**config.mk**
```make
export PLATFORM = sky130hd
export DESIGN_NAME = fib_job_scheduler_flat
export DESIGN_NICKNAME = d
export VERILOG_FILES = /design/src/rtl/fib_job_scheduler_pkg.sv /design/src/rtl/fib_job_scheduler_if.sv /design/src/rtl/fib_job_scheduler_req_fifo.sv /design/src/rtl/fib_job_scheduler.sv /design/src/flat_wrapper.sv
export SDC_FILE = /design/constraint.sdc
export NUM_CORES = 1
export LEC_CHECK = 0
export CORE_ASPECT_RATIO = 1.4
export CORE_MARGIN = 4
export CORE_UTILIZATION = 51
export CTS_BUF_LIST = sky130_fd_sc_hd__clkbuf_16
export DETAILED_ROUTE_END_ITERATION = 10
export GPL_ROUTABILITY_DRIVEN = 0
export PLACE_DENSITY_LB_ADDON = 0.2
export SLEW_MARGIN = 20
export SYNTH_ARGS = -nofsm -noshare
export SYNTH_HDL_FRONTEND = slang
export SYNTH_SLANG_ARGS = --single-unit
```
**constraint.sdc**
```tcl
create_clock -name clk -period 3.5 [get_ports clk]
set_input_delay 0.7 -clock clk [delete_from_list [all_inputs] [get_ports clk]]
set_output_delay 0.7 -clock clk [all_outputs]
set_load 0.1 [all_outputs]
```
**src/rtl/fib_job_scheduler_pkg.sv**
```systemverilog
// Shared types and constants for the Fibonacci job scheduler: FSM encoding,
// response codes and default widths.
package fib_job_scheduler_pkg;

    typedef enum logic [1:0] {
        ST_IDLE   = 2'd0,
        ST_LAUNCH = 2'd1,
        ST_RUN    = 2'd2,
        ST_HOLD   = 2'd3
    } state_t;

    localparam logic [1:0] RSP_OK    = 2'b00;
    localparam logic [1:0] RSP_RANGE = 2'b01;
    localparam logic [1:0] RSP_TMO   = 2'b10;

    localparam int N_W_DEF     = 5;
    localparam int CNT_W_DEF   = 16;
    localparam int QDEPTH_DEF  = 4;
    localparam int N_MAX_DEF   = 24;
    localparam int TIMEOUT_DEF = 4096;

    // Width of the run watchdog, able to hold the value TIMEOUT itself
    function automatic int timer_width(input int timeout);
        return $clog2(timeout + 1);
    endfunction

endpackage

```
**src/rtl/fib_job_scheduler_if.sv**
```systemverilog
// Request, response and engine-control signals of the scheduler in one bundle.
// The slave modport is the scheduler's view; master is the client/engine side.
interface fib_job_scheduler_if #(
    parameter int N_W   = 5,
    parameter int CNT_W = 16
) ();
    logic             req_valid;
    logic             req_ready;
    logic [N_W-1:0]   req_n;
    logic             rsp_valid;
    logic             rsp_ready;
    logic [CNT_W-1:0] rsp_result;
    logic [1:0]       rsp_err;
    logic             eng_start;
    logic [N_W-1:0]   eng_n;
    logic             eng_abort;
    logic             eng_done;
    logic [CNT_W-1:0] eng_count;
    logic             busy;

    modport slave (
        input  req_valid, req_n, rsp_ready, eng_done, eng_count,
        output req_ready, rsp_valid, rsp_result, rsp_err,
               eng_start, eng_n, eng_abort, busy
    );

    modport master (
        output req_valid, req_n, rsp_ready, eng_done, eng_count,
        input  req_ready, rsp_valid, rsp_result, rsp_err,
               eng_start, eng_n, eng_abort, busy
    );
endinterface

```
**src/rtl/fib_job_scheduler_req_fifo.sv**
```systemverilog
// Small synchronous FIFO holding pending request operands; head is visible
// combinationally so the scheduler can pop and decode it in the same cycle.
module fib_req_fifo #(
    parameter int WIDTH = 5,
    parameter int DEPTH = 4
) (
    input  logic             clk,
    input  logic             CLR,
    input  logic             wr_en,
    input  logic [WIDTH-1:0] wr_data,
    input  logic             rd_en,
    output logic [WIDTH-1:0] rd_data,
    output logic             full,
    output logic             empty
);
    localparam int PTR_W = $clog2(DEPTH);
    localparam int CNT_W = $clog2(DEPTH + 1);
    localparam logic [CNT_W-1:0] CNT_FULL = CNT_W'(DEPTH);

    logic [WIDTH-1:0] mem [DEPTH];
    logic [PTR_W-1:0] wr_ptr_reg;
    logic [PTR_W-1:0] rd_ptr_reg;
    logic [CNT_W-1:0] count_reg;

    logic do_wr;
    logic do_rd;

    assign do_wr   = wr_en && !full;
    assign do_rd   = rd_en && !empty;
    assign full    = (count_reg == CNT_FULL);
    assign empty   = (count_reg == '0);
    assign rd_data = mem[rd_ptr_reg];

    // Storage carries no reset; only pointers and occupancy define validity
    always_ff @(posedge clk) begin
        if (do_wr) begin
            mem[wr_ptr_reg] <= wr_data;
        end
    end

    always_ff @(posedge clk or posedge CLR) begin
        if (CLR) begin
            wr_ptr_reg <= '0;
            rd_ptr_reg <= '0;
            count_reg  <= '0;
        end else begin
            if (do_wr) begin
                wr_ptr_reg <= wr_ptr_reg + PTR_W'(1);
            end
            if (do_rd) begin
                rd_ptr_reg <= rd_ptr_reg + PTR_W'(1);
            end
            if (do_wr && !do_rd) begin
                count_reg <= count_reg + CNT_W'(1);
            end else if (do_rd && !do_wr) begin
                count_reg <= count_reg - CNT_W'(1);
            end
        end
    end

endmodule

```
**src/rtl/fib_job_scheduler.sv**
```systemverilog
// Front-end sequencer for the stack-based Fibonacci engine: queues requests,
// launches one job at a time, range-checks and watchdogs it, returns a response.
module fib_job_scheduler
    import fib_job_scheduler_pkg::*;
#(
    parameter int N_W     = N_W_DEF,
    parameter int CNT_W   = CNT_W_DEF,
    parameter int QDEPTH  = QDEPTH_DEF,
    parameter int N_MAX   = N_MAX_DEF,
    parameter int TIMEOUT = TIMEOUT_DEF
) (
    input logic                clk,
    input logic                CLR,
    fib_job_scheduler_if.slave bus
);
    localparam int TMR_W = timer_width(TIMEOUT);
    localparam logic [TMR_W-1:0] TMR_LAST = TMR_W'(TIMEOUT - 1);
    localparam logic [N_W-1:0]   N_LIMIT  = N_W'(N_MAX);

    state_t           state_reg;
    logic [TMR_W-1:0] timer_reg;
    logic [N_W-1:0]   eng_n_reg;
    logic             eng_start_reg;
    logic             eng_abort_reg;
    logic             rsp_valid_reg;
    logic [CNT_W-1:0] rsp_result_reg;
    logic [1:0]       rsp_err_reg;

    logic             fifo_full;
    logic             fifo_empty;
    logic             fifo_pop;
    logic [N_W-1:0]   fifo_head;

    assign fifo_pop = (state_reg == ST_IDLE) && !fifo_empty;

    fib_req_fifo #(
        .WIDTH (N_W),
        .DEPTH (QDEPTH)
    ) u_req_fifo (
        .clk     (clk),
        .CLR     (CLR),
        .wr_en   (bus.req_valid),
        .wr_data (bus.req_n),
        .rd_en   (fifo_pop),
        .rd_data (fifo_head),
        .full    (fifo_full),
        .empty   (fifo_empty)
    );

    assign bus.req_ready  = !fifo_full;
    assign bus.busy       = (state_reg != ST_IDLE) || !fifo_empty;
    assign bus.eng_start  = eng_start_reg;
    assign bus.eng_abort  = eng_abort_reg;
    assign bus.eng_n      = eng_n_reg;
    assign bus.rsp_valid  = rsp_valid_reg;
    assign bus.rsp_result = rsp_result_reg;
    assign bus.rsp_err    = rsp_err_reg;

    always_ff @(posedge clk or posedge CLR) begin
        if (CLR) begin
            state_reg      <= ST_IDLE;
            timer_reg      <= '0;
            eng_n_reg      <= '0;
            eng_start_reg  <= 1'b0;
            eng_abort_reg  <= 1'b0;
            rsp_valid_reg  <= 1'b0;
            rsp_result_reg <= '0;
            rsp_err_reg    <= RSP_OK;
        end else begin
            eng_start_reg <= 1'b0;
            eng_abort_reg <= 1'b0;
            case (state_reg)
                ST_IDLE: begin
                    if (!fifo_empty) begin
                        eng_n_reg <= fifo_head;
                        if (fifo_head > N_LIMIT) begin
                            rsp_result_reg <= '0;
                            rsp_err_reg    <= RSP_RANGE;
                            rsp_valid_reg  <= 1'b1;
                            state_reg      <= ST_HOLD;
                        end else begin
                            eng_start_reg <= 1'b1;
                            state_reg     <= ST_LAUNCH;
                        end
                    end
                end
                ST_LAUNCH: begin
                    timer_reg <= '0;
                    state_reg <= ST_RUN;
                end
                ST_RUN: begin
                    timer_reg <= timer_reg + TMR_W'(1);
                    // A completion in the last watchdog cycle still counts as success
                    if (bus.eng_done) begin
                        rsp_result_reg <= bus.eng_count;
                        rsp_err_reg    <= RSP_OK;
                        rsp_valid_reg  <= 1'b1;
                        state_reg      <= ST_HOLD;
                    end else if (timer_reg == TMR_LAST) begin
                        eng_abort_reg  <= 1'b1;
                        rsp_result_reg <= '0;
                        rsp_err_reg    <= RSP_TMO;
                        rsp_valid_reg  <= 1'b1;
                        state_reg      <= ST_HOLD;
                    end
                end
                ST_HOLD: begin
                    if (bus.rsp_ready) begin
                        rsp_valid_reg <= 1'b0;
                        state_reg     <= ST_IDLE;
                    end
                end
                default: state_reg <= ST_IDLE;
            endcase
        end
    end

endmodule

```
**src/flat_wrapper.sv**
```systemverilog
// flat-port wrapper written by rule: the top's interface ports become plain ports
module fib_job_scheduler_flat import fib_job_scheduler_pkg::*;
#(
    parameter int N_W     = N_W_DEF,
    parameter int CNT_W   = CNT_W_DEF,
    parameter int QDEPTH  = QDEPTH_DEF,
    parameter int N_MAX   = N_MAX_DEF,
    parameter int TIMEOUT = TIMEOUT_DEF
)
  (clk, CLR, bus_req_valid, bus_req_n, bus_rsp_ready, bus_eng_done, bus_eng_count, bus_req_ready, bus_rsp_valid, bus_rsp_result, bus_rsp_err, bus_eng_start, bus_eng_n, bus_eng_abort, bus_busy);
  fib_job_scheduler_if #(.N_W(N_W), .CNT_W(CNT_W)) bus_i ();
  input logic clk;
  input logic CLR;
  input wire logic [$bits(bus_i.req_valid)-1:0] bus_req_valid;
  input wire logic [$bits(bus_i.req_n)-1:0] bus_req_n;
  input wire logic [$bits(bus_i.rsp_ready)-1:0] bus_rsp_ready;
  input wire logic [$bits(bus_i.eng_done)-1:0] bus_eng_done;
  input wire logic [$bits(bus_i.eng_count)-1:0] bus_eng_count;
  output wire logic [$bits(bus_i.req_ready)-1:0] bus_req_ready;
  output wire logic [$bits(bus_i.rsp_valid)-1:0] bus_rsp_valid;
  output wire logic [$bits(bus_i.rsp_result)-1:0] bus_rsp_result;
  output wire logic [$bits(bus_i.rsp_err)-1:0] bus_rsp_err;
  output wire logic [$bits(bus_i.eng_start)-1:0] bus_eng_start;
  output wire logic [$bits(bus_i.eng_n)-1:0] bus_eng_n;
  output wire logic [$bits(bus_i.eng_abort)-1:0] bus_eng_abort;
  output wire logic [$bits(bus_i.busy)-1:0] bus_busy;
  assign bus_i.req_valid = bus_req_valid;
  assign bus_i.req_n = bus_req_n;
  assign bus_i.rsp_ready = bus_rsp_ready;
  assign bus_i.eng_done = bus_eng_done;
  assign bus_i.eng_count = bus_eng_count;
  assign bus_req_ready = bus_i.req_ready;
  assign bus_rsp_valid = bus_i.rsp_valid;
  assign bus_rsp_result = bus_i.rsp_result;
  assign bus_rsp_err = bus_i.rsp_err;
  assign bus_eng_start = bus_i.eng_start;
  assign bus_eng_n = bus_i.eng_n;
  assign bus_eng_abort = bus_i.eng_abort;
  assign bus_busy = bus_i.busy;
  fib_job_scheduler #(.N_W(N_W), .CNT_W(CNT_W), .QDEPTH(QDEPTH), .N_MAX(N_MAX), .TIMEOUT(TIMEOUT)) u_core (.clk(clk), .CLR(CLR), .bus(bus_i));
endmodule
```
==> qor.yml, run 1 <==
largest_reg_flops: 20
antenna_found_initial: 0
yosysMostFrequentCell: "dfrtp_1"
drt_pre_antenna_iters: 4
holdBufCountCts: 0
drtIter0Drc: 152
crit_type: "reg2reg"
dr_wl_met3_um: 339
synth_commonest_cells: "48 x dfrtp_1, 28 x nand2_1, 25 x o21ai_0, 23 x nand3_1, 20 x edfxtp_1"
ctsHtreeMaxLevel: 3
max_slew_margin: 0.345
synth_warnings: 0
ant_nets: 0
synthArstFlopShare: 0.706
max_freq_mhz: 387
path_clk_slew_ns: 0.06
worst_pin_slew_ns: 0.981
drcViolationCount: 0
required_ns: 3.71
final_nets: 368
wirelength_mm: 6.24
cts.sinks: 68
synth_edf_count: 20
syn-cell-area_sq_um: 3170
cts_setup_buffers: 0
dp_hpwl_mm: 4.43
setup-tns-final_ns: 0
drv_cap: 0
grt.overflow.total: 0
synth_cell_types: 42
core_sq_um: 5950
cts_buffer_depth: 2
synth_top_area_cell: "dfrtp_1"
start_kind: "flip-flop"
regArea_sq_um: 1800
grt_pass1_vias: 2307
n_fill_cell: 445
outcome: "completed"
end_kind: "flip-flop"
clock_latency_ns: 0.33
rsz0062_at_grt: "no"
syn_to_final_growth_pct: 26.9
hp-class: "reg2reg"
finalSetupViolCount: 0
syn_avg_cell_area_sq_um: 11.3
finalClockSkew_ns: 0.00565
netlist_top_cells_area: "dfrtp_1 38%, edfxtp_1 19%, o31ai_1 4.3%"
drive_gt1_frac: 0.125
portBuffers: 53
grt_max_degree: 49
yosys_register_bits: 68
slew_viol_final: 0
ys_seq_area_frac: 0.568
vias_per_cell: 5.69
cts_buffers: 9
yosysTopAreaCellShare: 0.379
hold_violations: 0
grt_usage: 0.187
wl_met2_mm: 3.22
synthFlopType: "dfrtp_1"
cp_max_fo: 22
pin_count: 54
ctsRootBufferMaster: "clkbuf_16"
critPathArrivalTime_ns: 2.79
avgRoutedWirePerCell_um: 15.3
num_rows: 33
layout_min_cycle_time_ns: 2.58
via_count: 2317
num_antenna_cells: 0
start_util: 0.533
m1WireLength_mm: 2.53
die_w_um: 74.7
grt_pass1_wl_mm: 10.7
synth_fp_nets: 316
cts_tree: "built"
finalCritPeriodShare: 0.737
syn-instance-count: 280
die_height_um: 101
post_cts_resized: 0
multi_input_area_sq_um: 1220
dieArea_sq_um: 7560
whs_ns: 0.473
top_layer: "met4"
==> kinds of logic after synthesis <==
| kind of cell | synth area share |
|---|---|
| simple gates | 0.141 |
| fa+ha+maj | 0.0418 |
| flops | 0.568 |
| mux | 0.0438 |
| buf+inv | 0.0477 |
| xor+xnor | 0.0276 |
| compound gates | 0.130 |
==> layout by cell type, fill, tap and decap left out, types with 2 or more instances in the layout <==
cell	count
nor2b_1	3
edfxtp_1	20
nor3_1	4
o31ai_1	18
xor2_1	5
a31oi_1	2
o21ai_2	9
and4_1	2
mux4_2	5
inv_1	16
dfrtp_1	48
buf_4	7
nand4_1	3
clkinvlp_4	2
clkdlybuf4s50_1	50
nand3_1	23
and3_1	5
and2_1	2
inv_6	2
a21oi_1	2
clkbuf_16	9
o21ai_0	24
nor2_1	11
nand2b_1	2
xnor2_1	5
ha_1	9
nand2_1	28
==> layer usage <==
| metal | up-vias | track usage |
|---|---|---|
| li1 | 1115 | - |
| met1 | 1126 | 0.223 |
| met2 | 66 | 0.312 |
| met3 | 10 | 0.0338 |
| met4 | 0 | 0.104 |
| met5 | - | 0 |
==> final timing paths <==
path | from | endpoint | slack (ns) | depth (start not counted)
setup / recovery | u_core.u_req_fifo.rd_ptr_reg[0]$_DFFE_PP0P_ | u_core.bus.rsp_err[1]$_DFFE_PP0P_ | 0.92 | 5
hold / removal | u_core.bus.eng_n[1]$_DFFE_PP0P_ | u_core.bus.eng_n[1]$_DFFE_PP0P_ | 0.47 | 2
setup reg to reg | u_core.u_req_fifo.rd_ptr_reg[0]$_DFFE_PP0P_ | u_core.bus.rsp_err[1]$_DFFE_PP0P_ | 0.92 | 5
hold reg to reg | u_core.bus.eng_n[1]$_DFFE_PP0P_ | u_core.bus.eng_n[1]$_DFFE_PP0P_ | 0.47 | 2
max in group asynchronous | CLR | u_core.bus.rsp_result[1]$_DFFE_PP0P_ | 1.97 | 2
min in group asynchronous | CLR | u_core.u_req_fifo.wr_ptr_reg[0]$_DFFE_PP0P_ | 0.92 | 2
==> area by class of cell <==
cell class,instances,share of cell area
well taps,70,0.0218
flip-flops and latches,68,0.448
repair buffers,57,0.137
clock buffers,9,0.0560
inverters,17,0.0159
clock inverters,7,0.0187
multi-input cells,179,0.303
==> critical path, stage by stage (launching register included) <==
cell      delay, ns
dfrtp_1        0.56
mux4_2         0.58
o311ai_1       0.30
and2_4         0.35
or3_4          0.35
mux2_4         0.33
==> stage by stage <==
stage | setup WS [ns] | util | instances | area [sq um]
final | 0.919 | 0.677 | 407 | 4030
after global routing | 0.748 | 0.677 | 407 | 4030
after CTS | 0.875 | 0.677 | 407 | 4030
after detailed placement | 0.800 | 0.626 | 391 | 3720
after global placement | 0.883 | 0.626 | 391 | 3720
after floorplan | 0.868 | - | 280 | 3170
Power of run 1 is not shown: default switching activity piles up to over one toggle a cycle in this logic, so the estimate is an artifact.
==> run 2: changes to the inputs <==
==> constraint.sdc (replaced) <==
create_clock -name clk -period 2.6 [get_ports clk]
set_input_delay 0.52 -clock clk [delete_from_list [all_inputs] [get_ports clk]]
set_output_delay 0.52 -clock clk [all_outputs]
set_load 0.1 [all_outputs]
==> qor.yml, run 2 (synthesis results as in run 1) <==
outcome: "completed"
rsz0062_at_grt: "no"
m1WireLength_mm: 2.66
path_clk_slew_ns: 0.05
final_nets: 377
layout_min_cycle_time_ns: 2.35
clock_latency_ns: 0.33
ff2ff_setup_slack_ns: 0.25
worst_pin_slew_ns: 0.448
dr_wl_met3_um: 370
cts_setup_buffers: 0
slowest_stage: "dfrtp_1"
die_w_um: 74.7
num_rows: 33
path_cells: "mux4_2, o311ai_1, and2_4, or3_4, buf_4, o21ai_0"
finalSetupViolCount: 0
wl_met2_mm: 3.44
hp-class: "reg2reg"
r2r-start: "u_core.u_req_fifo.rd_ptr_reg[0]$_DFFE_PP0P_"
drv_cap: 0
cts_tree: "built"
grt_usage: 0.193
grt_pass1_wl_mm: 10.9
setup-tns-final_ns: 0
rr_worst_depth: 6
layout_common_cells: "48 x dfrtp_1, 41 x buf_4, 27 x nand2_1"
max_slew_margin: 0.701
ctsHtreeMaxLevel: 3
hp-start: "u_core.bus.eng_n[0]$_DFFE_PP0P_"
critPathMaxStageDelay_ns: 0.56
ctsRootBufferMaster: "clkbuf_16"
slew_viol_final: 0
critPathArrivalTime_ns: 2.54
drcViolationCount: 0
grt.overflow.total: 0
min_path_cells: 2
drt_pre_antenna_iters: 4
finalCritPeriodShare: 0.902
crit_family: "flip-flops"
r2r_end: "u_core.bus.rsp_result[13]$_DFFE_PP0P_"
drive_gt1_frac: 0.220
cp_num_buf_inv: 1
dp_hpwl_mm: 4.80
dieArea_sq_um: 7560
final_common_cell: "dfrtp_1"
max_freq_mhz: 426
grt_pass1_vias: 2309
n_fill_cell: 462
required_ns: 2.80
cts.sinks: 68
ant_nets: 0
regArea_sq_um: 1800
holdBufCountCts: 0
grt_max_degree: 20
core_sq_um: 5950
finalClockSkew_ns: 0.00620
cts_buffers: 9
via_count: 2307
portBuffers: 53
start_kind: "flip-flop"
start_util: 0.533
avgRoutedWirePerCell_um: 15.9
end_kind: "flip-flop"
wirelength_mm: 6.62
holdPathEnd: "u_core.bus.eng_n[0]$_DFFE_PP0P_"
top_layer: "met4"
syn_to_final_growth_pct: 27.4
cp_max_fo: 17
crit_type: "reg2reg"
vias_per_cell: 5.55
post_cts_resized: 0
die_height_um: 101
hold_violations: 0
drtIter0Drc: 159
cts_buffer_depth: 2
pin_count: 54
antenna_found_initial: 0
multi_input_area_sq_um: 1220
largest_reg_flops: 20
num_antenna_cells: 0
[run 2: per-layer routing]
layer  vias to the layer above  track usage
li1                       1125            -
met1                      1116        0.240
met2                        52        0.316
met3                        14       0.0417
met4                         0       0.0918
met5                         -            0
[run 2: worst max path at each step]
| stage | depth (start not counted) | to | from |
|---|---|---|---|
| 2_1_floorplan | 7 | u_core.bus.rsp_err[1]$_DFFE_PP0P_ | u_core.state_reg[0]$_DFFE_PP0P_ |
| 3_3_place_gp | 8 | u_core.u_req_fifo.count_reg[2]$_DFFE_PP0P_ | bus_req_valid |
| 3_5_place_dp | 8 | u_core.u_req_fifo.count_reg[2]$_DFFE_PP0P_ | bus_req_valid |
| 4_1_cts | 6 | u_core.bus.rsp_result[13]$_DFFE_PP0P_ | u_core.u_req_fifo.rd_ptr_reg[0]$_DFFE_PP0P_ |
| 5_1_grt | 6 | u_core.bus.rsp_result[13]$_DFFE_PP0P_ | u_core.u_req_fifo.rd_ptr_reg[0]$_DFFE_PP0P_ |
| 6_report | 6 | u_core.bus.rsp_result[13]$_DFFE_PP0P_ | u_core.u_req_fifo.rd_ptr_reg[0]$_DFFE_PP0P_ |
[run 2: worst min-delay path, cell delays in order, from the launching register on]
cell and delay [ns]:
dfrtp_1 0.34, nand2_1 0.05, nand2_1 0.06
[run 2: area by class of cell]
type	count	share of cell area
Clock buffer	9	0.0557
Clock inverter	7	0.0204
Inverter	17	0.0158
Multi-Input combinational cell	179	0.302
Sequential cell	68	0.446
Tap cell	70	0.0217
Timing Repair Buffer	66	0.138
[run 2: metrics by stage]
stage / utilization / instances / instance area (sq um) / hold slack (ns) / setup WS, ns
after floorplan: - / 280 / 3170 / 0.478 / 0.129
after global placement: 0.628 / 400 / 3730 / 0.462 / 0.255
after detailed placement: 0.628 / 400 / 3730 / 0.471 / 0.190
after CTS: 0.680 / 416 / 4040 / 0.484 / 0.233
after global routing: 0.680 / 416 / 4040 / 0.527 / 0.0688
final: 0.680 / 416 / 4040 / 0.477 / 0.255
Power of run 2 is left out for the same reason.
